**config.mk**
```make
export PLATFORM = sky130hd
export DESIGN_NAME = ext_mem_loader
export DESIGN_NICKNAME = d
export VERILOG_FILES = /design/src/rtl/ext_mem_loader_pkg.sv /design/src/rtl/reg_arstn_en.sv /design/src/rtl/ext_mem_loader.sv
export SDC_FILE = /design/constraint.sdc
export NUM_CORES = 1
export LEC_CHECK = 0
export CELL_PAD_IN_SITES_DETAIL_PLACEMENT = 1
export CELL_PAD_IN_SITES_GLOBAL_PLACEMENT = 1
export CORE_MARGIN = 1.5
export CORE_UTILIZATION = 31
export CTS_BUF_LIST = sky130_fd_sc_hd__clkbuf_16
export CTS_CLUSTER_DIAMETER = 80
export DETAILED_ROUTE_END_ITERATION = 8
export GPL_ROUTABILITY_DRIVEN = 0
export PLACE_DENSITY_LB_ADDON = 0.1
export SYNTH_ARGS = -nofsm -noshare
export SYNTH_HDL_FRONTEND = slang
export SYNTH_SLANG_ARGS = --single-unit
```
**constraint.sdc**
```tcl
create_clock -name clk -period 2.32 [get_ports clk]
set_input_delay 0.464 -clock clk [delete_from_list [all_inputs] [get_ports clk]]
set_output_delay 0.464 -clock clk [all_outputs]
set_load 0.1 [all_outputs]
```
**src/rtl/ext_mem_loader_pkg.sv**
```systemverilog
// Shared types and constants for the external memory loader: opcodes, FSM states, command payload.
package ext_mem_loader_pkg;

    localparam int unsigned ADDR_W  = 64;
    localparam int unsigned DATA_W  = 64;
    localparam int unsigned IDATA_W = 32;
    localparam int unsigned OP_W    = 3;

    localparam logic [OP_W-1:0] OP_WR_IMEM = 3'b000;
    localparam logic [OP_W-1:0] OP_WR_DMEM = 3'b001;
    localparam logic [OP_W-1:0] OP_RD_IMEM = 3'b010;
    localparam logic [OP_W-1:0] OP_RD_DMEM = 3'b011;
    localparam logic [OP_W-1:0] OP_RUN     = 3'b100;
    localparam logic [OP_W-1:0] OP_HALT    = 3'b101;

    typedef enum logic [2:0] {
        ST_IDLE    = 3'd0,
        ST_ACCESS  = 3'd1,
        ST_WAIT    = 3'd2,
        ST_CAPTURE = 3'd3,
        ST_RESP    = 3'd4
    } state_t;

    typedef struct packed {
        logic [OP_W-1:0]   op;
        logic [ADDR_W-1:0] addr;
        logic [DATA_W-1:0] wdata;
    } cmd_t;

    // Opcodes 0..3 touch a memory; bit 1 selects read, bit 0 selects DMEM.
    function automatic logic is_mem_op(input logic [OP_W-1:0] op);
        return op[2] == 1'b0;
    endfunction

endpackage

```
**src/rtl/reg_arstn_en.sv**
```systemverilog
// Enabled data register with asynchronous active-low reset to a preset value.
module reg_arstn_en #(
    parameter int unsigned        DATA_W     = 64,
    parameter logic [DATA_W-1:0]  PRESET_VAL = '0
) (
    input  logic              clk,
    input  logic              arst_n,
    input  logic              en,
    input  logic [DATA_W-1:0] din,
    output logic [DATA_W-1:0] dout
);

    always_ff @(posedge clk or negedge arst_n) begin
        if (!arst_n) begin
            dout <= PRESET_VAL;
        end else if (en) begin
            dout <= din;
        end
    end

endmodule

```
**src/rtl/ext_mem_loader.sv**
```systemverilog
// Host-side initiator for the CPU IMEM/DMEM external ports; also owns the CPU enable and run budget.
module ext_mem_loader
    import ext_mem_loader_pkg::*;
#(
    parameter int unsigned RD_LAT = 1,
    parameter int unsigned CNT_W  = 32
) (
    input  logic               clk,
    input  logic               arst_n,
    input  logic               cmd_valid,
    output logic               cmd_ready,
    input  logic [OP_W-1:0]    cmd_op,
    input  logic [ADDR_W-1:0]  cmd_addr,
    input  logic [DATA_W-1:0]  cmd_wdata,
    output logic               rsp_valid,
    input  logic               rsp_ready,
    output logic [DATA_W-1:0]  rsp_data,
    output logic               running,
    output logic               cpu_enable,
    output logic [ADDR_W-1:0]  addr_ext,
    output logic               wen_ext,
    output logic               ren_ext,
    output logic [IDATA_W-1:0] wdata_ext,
    input  logic [IDATA_W-1:0] rdata_ext,
    output logic [ADDR_W-1:0]  addr_ext_2,
    output logic               wen_ext_2,
    output logic               ren_ext_2,
    output logic [DATA_W-1:0]  wdata_ext_2,
    input  logic [DATA_W-1:0]  rdata_ext_2
);

    localparam int unsigned WAIT_W = (RD_LAT > 2) ? $clog2(RD_LAT) : 1;

    cmd_t              cmd;
    state_t            state_q;
    state_t            state_d;
    logic              alive_q;
    logic              is_rd_q;
    logic              is_dmem_q;
    logic [WAIT_W-1:0] wait_q;
    logic [CNT_W-1:0]  budget_q;
    logic              cmd_fire;
    logic              mem_fire;
    logic              wen_d;
    logic              ren_d;
    logic              wen2_d;
    logic              ren2_d;
    logic              rsp_valid_d;
    logic              cap_en_c;
    logic [DATA_W-1:0] cap_din_c;

    assign cmd = cmd_t'{op: cmd_op, addr: cmd_addr, wdata: cmd_wdata};

    // alive_q keeps cmd_ready low until the first clock after reset release.
    assign cmd_ready = alive_q && (state_q == ST_IDLE) && (!cpu_enable || !is_mem_op(cmd.op));
    assign cmd_fire  = cmd_valid && cmd_ready;
    assign mem_fire  = cmd_fire && is_mem_op(cmd.op);
    assign running   = cpu_enable;

    always_ff @(posedge clk or negedge arst_n) begin
        if (!arst_n) begin
            state_q <= ST_IDLE;
        end else begin
            state_q <= state_d;
        end
    end

    always_comb begin
        state_d = state_q;
        case (state_q)
            ST_IDLE:    if (mem_fire) state_d = ST_ACCESS;
            ST_ACCESS: begin
                if (!is_rd_q)         state_d = ST_IDLE;
                else if (RD_LAT <= 1) state_d = ST_CAPTURE;
                else                  state_d = ST_WAIT;
            end
            ST_WAIT:    if (wait_q == WAIT_W'(RD_LAT - 2)) state_d = ST_CAPTURE;
            ST_CAPTURE: state_d = ST_RESP;
            ST_RESP:    if (rsp_ready) state_d = ST_IDLE;
            default:    state_d = ST_IDLE;
        endcase
    end

    always_comb begin
        wen_d       = 1'b0;
        ren_d       = 1'b0;
        wen2_d      = 1'b0;
        ren2_d      = 1'b0;
        rsp_valid_d = (state_d == ST_RESP);
        cap_en_c    = (state_q == ST_CAPTURE);
        cap_din_c   = is_dmem_q ? rdata_ext_2 : DATA_W'(rdata_ext);
        if (mem_fire) begin
            wen_d  = (cmd.op == OP_WR_IMEM);
            wen2_d = (cmd.op == OP_WR_DMEM);
            ren_d  = (cmd.op == OP_RD_IMEM);
            ren2_d = (cmd.op == OP_RD_DMEM);
        end
    end

    // Registered ext-port drive; address/data hold their last values between commands.
    always_ff @(posedge clk or negedge arst_n) begin
        if (!arst_n) begin
            alive_q     <= 1'b0;
            is_rd_q     <= 1'b0;
            is_dmem_q   <= 1'b0;
            wen_ext     <= 1'b0;
            ren_ext     <= 1'b0;
            wen_ext_2   <= 1'b0;
            ren_ext_2   <= 1'b0;
            rsp_valid   <= 1'b0;
            addr_ext    <= '0;
            addr_ext_2  <= '0;
            wdata_ext   <= '0;
            wdata_ext_2 <= '0;
        end else begin
            alive_q   <= 1'b1;
            wen_ext   <= wen_d;
            ren_ext   <= ren_d;
            wen_ext_2 <= wen2_d;
            ren_ext_2 <= ren2_d;
            rsp_valid <= rsp_valid_d;
            if (mem_fire) begin
                is_rd_q   <= cmd.op[1];
                is_dmem_q <= cmd.op[0];
                if (cmd.op[0]) addr_ext_2 <= cmd.addr;
                else           addr_ext   <= cmd.addr;
                if (cmd.op == OP_WR_IMEM) wdata_ext   <= cmd.wdata[IDATA_W-1:0];
                if (cmd.op == OP_WR_DMEM) wdata_ext_2 <= cmd.wdata;
            end
        end
    end

    always_ff @(posedge clk or negedge arst_n) begin
        if (!arst_n) begin
            wait_q <= '0;
        end else if (state_q == ST_WAIT) begin
            wait_q <= wait_q + WAIT_W'(1);
        end else begin
            wait_q <= '0;
        end
    end

    // Run control: a zero budget runs until HALT; otherwise enable drops after exactly budget cycles.
    always_ff @(posedge clk or negedge arst_n) begin
        if (!arst_n) begin
            cpu_enable <= 1'b0;
            budget_q   <= '0;
        end else if (cmd_fire && cmd.op == OP_RUN) begin
            cpu_enable <= 1'b1;
            budget_q   <= cmd.wdata[CNT_W-1:0];
        end else if (cmd_fire && cmd.op == OP_HALT) begin
            cpu_enable <= 1'b0;
            budget_q   <= '0;
        end else if (cpu_enable && budget_q != '0) begin
            budget_q <= budget_q - CNT_W'(1);
            if (budget_q == CNT_W'(1)) cpu_enable <= 1'b0;
        end
    end

    reg_arstn_en #(
        .DATA_W     (DATA_W),
        .PRESET_VAL ('0)
    ) u_rsp_reg (
        .clk    (clk),
        .arst_n (arst_n),
        .en     (cap_en_c),
        .din    (cap_din_c),
        .dout   (rsp_data)
    );

endmodule

```
==> summary.md, run 1 <==
The flow ran to the end, but the final reports show violations. The final reports fail on negative setup slack. From left edge to right edge, the die measures 212.0 µm. The number of distinct library cells after synthesis was 50.

For this run, the post-layout net count is 1854. After synthesis, the share of cell area in mux cells is 21.08%. Top-level port count: 527. The number of cells on the worst reg-to-reg path works out to 7.

Clock latency on the worst-skew pair, taken at its later pin, is 560 ps. The area taken by multi-input logic gates is 5294 µm², and the starting utilization of the core area is 31.43%. Global routing consumed, over all layers together, 20.20% of the routing resources. The tools report the count of clock tree sinks as 333. The detailed router finished its first iteration with 405 violations. The tools report the final-report max-slew violation count as 0. The classification of the worst setup path is reg2reg. The tools report the post-layout worst setup margin as -129.5 ps. The tools report the area occupied by registers as 8335 µm². The tools report the CTS root buffer as sky130_fd_sc_hd__clkbuf_16. The detailed-router iteration count before antenna repair came out at 4. The largest net degree at the start of global routing came out at 131.

The post-route clock period utilization works out to 105.6%. STA classifies the critical path startpoint as a flop. Setup repair after global routing could not meet its margin everywhere.

The final worst hold slack was 405.5 ps; the synthesized-area fraction occupied by and/or/nand/nor cells was 7.422%. Among all flip-flop cells after synthesis, the most frequent one is sky130_fd_sc_hd__dfrtp_1. For this block, the via count after detailed routing is 10560. The number of levels in the clock H-tree is 2. The number of flops mapped to enable cells by yosys is 0. Synthesis produced 1022 cells. The clock-pin slew reported for the worst setup and hold paths after clock tree synthesis is 60 ps. For this run, design rule violations remaining after detail routing come to 0.

For this run, the slowest stage of the critical path takes 560 ps. The number of buffers created by CTS came out at 41. The signal on the critical path passes through or4b_4 > buf_6 > nor4b_4 > and2_4 > and2b_4 > clkbuf_16 > mux2_4.

In this run the mean area of a mapped cell was 13.25 µm². The height of the die was 212.0 µm. The area growth from synthesis to layout is 59.26%. Number of buffers inserted by port buffering: 526.

For the pin with the worst max-slew slack, the measured transition is 609.6 ps. For the row count, the log shows 76. The final worst clock skew is 16.28 ps.

Summed over all nets, the half-perimeter wirelength after detailed placement is 34.76 mm. After filler insertion, the fill cell instance count of the layout stands at 4477. For this run, the register share of the synthesized area comes to 61.56%. The die covers 44930 µm². The slowest stage cell on the critical path is sky130_fd_sc_hd__or4b_4.

Summed over all layers, the routed wires come to 48.98 mm. Across the run, the number of max-cap violations was 0. Setup violations remaining at the end of the flow were counted as 224. Post-placement cell count: 2138.

The count of non-filler cells in the finished layout came out at 2239. The top cell types in the final layout, fill and taps aside, are 341 x sky130_fd_sc_hd__buf_4, 331 x sky130_fd_sc_hd__dfrtp_1, 229 x sky130_fd_sc_hd__clkdlybuf4s50_1. STA puts the critical path data required time at 2750 ps. OpenSTA, run right after detailed placement, puts the worst setup slack at -55.85 ps. TritonCTS built the clock tree. Dividing the detail-routed wire length by the instance count gives 21.87 µm.

Once detail routing completed, the nets flagged for antenna violations numbered 0. Setup slack on the worst reg-to-reg path comes out at -130 ps. The via count of the first global-routing pass is 11040, and the sum of overflow across all layers after global routing is 0.

After layout, the minimum clock period comes to 2449 ps. The highest clock frequency the design can meet was 0.4082 GHz. The area of the placeable core came out at 43080 µm². The number of antenna violations at the first check in global routing was 2.

The synthesized netlist devotes 0.1849% of its cell area to adder and majority cells. In this run, synthesis produced a sequential element count of 333. When the netlist entered floorplanning its net count stood at 1255.

Dividing the detail-routed via count by the number of cells gives 4.716. The area of the mapped netlist is 13540 µm², and the endpoint arrival time on the critical path is 2880 ps. The library cell used most frequently in the layout, excluding fill and tap cells, is sky130_fd_sc_hd__buf_4. Of the cells placed in the final design, the portion with a size suffix greater than 1 is 39.38%.

Summing the areas of all compound-gate instances in the mapped netlist gives 6.156% of the synthesized area. For this run, the number of Yosys warnings is 0. Global-route wire length before repair: 68.46 mm.

The kind of path behind the tightest hold check is in2async. The hold violation total from the final report was 0. The share of the synthesized netlist area taken by xor and xnor gates was 0.9058%; the largest fanout on the critical path was 6. The share of flip-flops with an asynchronous set or reset after synthesis works out to 100.0%. Measured against its own limit, the worst slew margin works out to 59.02%. In this run the deepest clock path goes through 3 buffers. The sort of element at the end of the critical path is a flop.

The dominant combinational cell family by area after synthesis is multiplexers.
## stage by stage
step	setup TNS, ps	utilization [%]	instance area, µm²
after floorplan	0	-	13540
after global placement	-1414	44.86	19320
after detailed placement	-1784	44.86	19320
after CTS	-9152	48.00	20680
after global routing	-38850	50.05	21560
final	-14750	50.05	21560
## worst max-delay path, delay by kind of cell, from the launching register on
family,cells,cell delay (ps)
buffers and inverters,2,350
DFF,1,370
muxes,1,300
and+or+nand+nor,4,1300
## kinds of logic (layout without fill, tap and decap cells)
family / count (synthesis) / in the layout
flip-flops: 333 / 333
buffers and inverters: 68 / 699
other: 1 / 2
AND/OR/NAND/NOR: 200 / 200
multiplexers: 257 / 257
AO/OA/AOI/OAI: 147 / 147
XOR/XNOR: 14 / 14
adder cells (fa/ha/maj): 2 / 2
## synthesized netlist by cell type (3+ instances only)
cell type | n | area (µm²)
sky130_fd_sc_hd__dfrtp_1 | 333 | 8333
sky130_fd_sc_hd__mux2_2 | 149 | 1678
sky130_fd_sc_hd__nand2_1 | 104 | 390.4
sky130_fd_sc_hd__o21ai_0 | 81 | 405.4
sky130_fd_sc_hd__mux2_1 | 76 | 855.8
sky130_fd_sc_hd__clkbuf_1 | 37 | 138.9
sky130_fd_sc_hd__mux2i_1 | 32 | 320.3
sky130_fd_sc_hd__a21oi_1 | 27 | 135.1
sky130_fd_sc_hd__nand3_1 | 19 | 95.09
sky130_fd_sc_hd__a31oi_1 | 15 | 93.84
sky130_fd_sc_hd__or3_1 | 15 | 93.84
sky130_fd_sc_hd__xnor2_1 | 12 | 105.1
sky130_fd_sc_hd__nor4_1 | 11 | 68.82
sky130_fd_sc_hd__nor2_1 | 10 | 37.54
sky130_fd_sc_hd__o31ai_1 | 10 | 75.07
sky130_fd_sc_hd__or4_1 | 10 | 75.07
sky130_fd_sc_hd__buf_2 | 9 | 45.04
sky130_fd_sc_hd__buf_4 | 9 | 67.56
sky130_fd_sc_hd__buf_6 | 8 | 90.09
sky130_fd_sc_hd__nor3_1 | 6 | 30.03
sky130_fd_sc_hd__nor4b_1 | 4 | 35.03
sky130_fd_sc_hd__o311ai_0 | 4 | 35.03
sky130_fd_sc_hd__and3_1 | 3 | 18.77
sky130_fd_sc_hd__inv_1 | 3 | 11.26
sky130_fd_sc_hd__or2_2 | 3 | 18.77
## state kept, by name, summed over array words and instances (netlist names)
signal,flops
wdata_ext,32
ren_ext_2,1
addr_ext,64
addr_ext_2,64
alive_q,1
is_dmem_q,1
ren_ext,1
rsp_valid,1
wait_q,1
wen_ext,1
budget_q,32
wdata_ext_2,64
is_rd_q,1
u_rsp_reg.dout,64
state_q,3
cpu_enable,1
wen_ext_2,1
## what timing repair did
action	CTS	global route
cloned	0	16
pin swaps	1	1
endpoints found under the hold margin	34	0
gates resized for setup	6	118
hold buffers	1	0
setup endpoints to repair	12	242
buffers inserted	2	6
## layer usage
layer  share of wire (%)  up-vias  GRT usage, %
li1                    -     4850             -
met1                  40     5336         23.70
met2                  51      314         35.16
met3                 7.7       57         6.260
met4                 2.0        2         6.207
met5               0.027        -             0
## layout make-up
type | instances | share of cell area (%)
tap | 585 | 3.395
clock buffer | 43 | 4.991
multi-input combinational | 621 | 24.56
clock inverter | 32 | 1.062
antenna | 1 | 0.01161
sequential | 333 | 38.67
inverter | 4 | 0.06965
timing repair buffer | 620 | 27.25
## worst paths after layout
path                       startpoint               to
max                        state_q[0]    wdata_ext[10]
min                            arst_n  wdata_ext_2[40]
max reg2reg                state_q[0]    wdata_ext[10]
min reg2reg                    wait_q           wait_q
max in group asynchronous      arst_n  wdata_ext_2[10]
min in group clk               wait_q           wait_q
Power of run 1 is left out: the tool's default activity adds up to more than one toggle a clock period on the data nets, which glitch-free logic cannot reach.
==> run 2, diff against run 1 <==
CORE_ASPECT_RATIO = 0.7   (was default)
==> run 2 against run 1 <==
Against the previous run:
- the flow still finishes with violations (negative setup slack)
- hold slack improved by 9.2 ps
- sequential share of layout area decreased by 0.23 points
- sequential cell count unchanged
- cell count decreased by 0.54%
- core utilization increased by 0.72 points
- critical path depth increased by 1
- first-iteration DRC count increased by 15%
- clock skew increased by 1.4 ps
- die area about the same
- register-to-register slack got worse by 30 ps
- non-clock buffer count increased by 1
- global-route usage increased by 0.66 points
==> summary.md, run 2 (synthesis results as in run 1) <==
Critical path depth: 8 (was 7). For the utilization after layout, the log shows 50.77% (was 50.05%). The growth of design area from synthesis to finish works out to 60.23% (was 59.26%).

The largest net degree at the start of global routing was 89 (was 131). Slowest stage cell on the critical path: sky130_fd_sc_hd__or4b_4 (unchanged). For the endpoint arrival time on the critical path, the log shows 2880 ps (about the same). The sort of element at the end of the critical path was a flop (unchanged). The height of the die works out to 177.8 µm (was 212.0 µm). The tools report the top-level port count as 527 (unchanged).

The highest clock frequency the design can meet is 0.4038 GHz (was 0.4082 GHz), and the number of cells on the worst reg-to-reg path is 8 (was 7). TritonCTS built the clock tree. The logs give 333 (unchanged) for the count of clock tree sinks and 2 (unchanged) for the number of levels in the clock H-tree. The routed wire length per instance is 22.66 µm (was 21.87 µm), and the number of maximum-capacitance violations is 0 (unchanged). The number of buffers created by CTS was 37 (was 41); the final worst hold slack was 414.7 ps (was 405.5 ps). The die span in x is 252.8 µm (was 212.0 µm), and the row count is 63 (was 76). Final worst clock skew: 17.71 ps (was 16.28 ps). Final-report max-slew violation count: 0 (unchanged). The total via count after detailed routing is 10700 (was 10560), and the post-detailed-placement half-perimeter wirelength is 34.83 mm (was 34.76 mm). The global-route wire length before repair is 71.44 mm (was 68.46 mm). The post-layout worst setup margin came out at -156.3 ps (was -129.5 ps). The logs give 42720 µm² (was 43080 µm²) for the area of the placeable core and -152.1 ps (was -55.85 ps) for the worst setup slack after placement. Chain of cells forming the critical path: or4b_4 > nor4b_4 > buf_4 > nand2_4 > nor2_4 > buf_12 > clkbuf_16 > mux2_2 (was or4b_4 > buf_6 > nor4b_4 > and2_4 > and2b_4 > clkbuf_16 > mux2_4).

The tools report the remaining max-slew budget at the tightest pin as 54.00% (was 59.02%). Critical path startpoint category: a flop (unchanged). The run gives 2720 ps (was 2750 ps) as the critical path required time. The iteration-0 DRC count of the detailed router was 465 (was 405); the remaining routing DRC violations was 0 (unchanged). The transition time of the tightest slew-check pin works out to 684.1 ps (was 609.6 ps). The tools report the net total in the final layout as 1851 (was 1854). The kind of path behind the tightest hold check was in2async (unchanged).

The average via count per standard cell works out to 4.803 (was 4.716). The via count of the first global-routing pass came out at 11220 (was 11040). The final number of setup-violating endpoints was 132 (was 224).

The insertion delay to the later sink of the worst-skew pair is 520 ps (was 560 ps). Setup repair after global routing could not meet its margin everywhere. The buffers plus inverters on the worst setup path works out to 3 (was 2). The tools report the hold violation total from the final report as 0 (unchanged). The clock-pin slew reported for the worst setup and hold paths after clock tree synthesis is 60 ps (about the same), and the sum of overflow across all layers after global routing is 0 (unchanged). The tools report the die outline area as 44950 µm² (was 44930 µm²). The most common cell after layout, fill and taps aside is sky130_fd_sc_hd__buf_4 (unchanged). The detailed-router iteration count before antenna repair was 4 (unchanged).

For the total routed wirelength, the log shows 50.46 mm (was 48.98 mm). The classification of the worst setup path was reg2reg (unchanged). The maximum buffer depth of the clock tree was 3 (unchanged); the proportion of layout cells with a drive suffix above 1 was 41.77% (was 39.38%).

The number of antenna violations at the first check in global routing was 2 (unchanged). The category of cells accounting for the largest share of critical-path delay is simple AND/OR/NAND/NOR gates (unchanged). Post-route clock period utilization: 106.7% (was 105.6%). CTS root buffer: sky130_fd_sc_hd__clkbuf_16 (unchanged). The number of buffers inserted by port buffering was 526 (unchanged); the longest individual stage delay on the worst path was 590 ps (was 560 ps).

For the remaining antenna violation count after routing, the log shows 0 (unchanged). The starting utilization of the core area was 31.68% (was 31.43%). Post-layout minimum cycle time: 2476 ps (was 2449 ps).

The run finished, with violations left. Violated checks: negative setup slack (unchanged). The total routing resource utilization after global routing is 20.87% (was 20.20%). Most frequent cells in the layout: 342 x sky130_fd_sc_hd__buf_4, 331 x sky130_fd_sc_hd__dfrtp_1, 229 x sky130_fd_sc_hd__clkdlybuf4s50_1 (was 341 x sky130_fd_sc_hd__buf_4, 331 x sky130_fd_sc_hd__dfrtp_1, 229 x sky130_fd_sc_hd__clkdlybuf4s50_1). Largest fanout on the critical path: 10 (was 6).
[run 2: cell types whose count changed in the layout (fill, tap and decap cells not counted), moves of 4 or more]
cell,previous run,this run
sky130_fd_sc_hd__buf_12,29,22
sky130_fd_sc_hd__mux2_2,84,76
sky130_fd_sc_hd__clkbuf_16,56,51
sky130_fd_sc_hd__clkinvlp_4,4,0
sky130_fd_sc_hd__buf_16,1,8
sky130_fd_sc_hd__mux2_1,45,14
sky130_fd_sc_hd__clkinv_1,14,8
sky130_fd_sc_hd__mux2_4,96,135
[run 2: area by class of cell]
cell class                      count  area, µm²
Tap cell                          585      732.0
Sequential cell                   333       8335
Multi-Input combinational cell    621       5473
Fill cell                        4355      21030
Clock inverter                     22      225.2
Timing Repair Buffer              621       5928
Antenna cell                        2      5.005
Inverter                            4      15.01
Clock buffer                       39      975.9
[run 2: layer usage]
| layer | wire, µm | part of all wire [%] | up-vias | GRT usage [%] |
|---|---|---|---|---|
| met5 | 0 | 0 | - | 0 |
| met4 | 1240 | 2.5 | 0 | 6.038 |
| met3 | 3310 | 6.6 | 72 | 5.969 |
| met2 | 24050 | 48 | 306 | 34.05 |
| met1 | 21860 | 43 | 5495 | 26.96 |
| li1 | - | - | 4823 | - |
[run 2: repair_timing]
item,CTS,global route
hold buffers,1,0
cloned,6,12
setup endpoints to repair,86,240
endpoints found under the hold margin,30,0
pin swaps,2,0
resized for setup,60,128
setup buffers,10,6
[run 2: worst paths after layout]
| check | start | end | slack [ps] |
|---|---|---|---|
| max reg2reg | state_q[1] | wdata_ext_2[31] | -160 |
| max | state_q[1] | wdata_ext_2[31] | -160 |
| min reg2reg | wait_q | wait_q | 460 |
| min | arst_n | wdata_ext_2[57] | 410 |
| max in group asynchronous | arst_n | wdata_ext[20] | 1060 |
| min in group clk | wait_q | wait_q | 460 |
[run 2: through the flow]
stage,std cells,setup TNS [ps],instance area (µm²)
after floorplan,1022,0,13540
after global placement,2134,-5449,19220
after detailed placement,2134,-9986,19220
after CTS,2212,-7361,20930
after global routing,2227,-27390,21690
final,2227,-9159,21690
Power of run 2 is left out for the same reason.
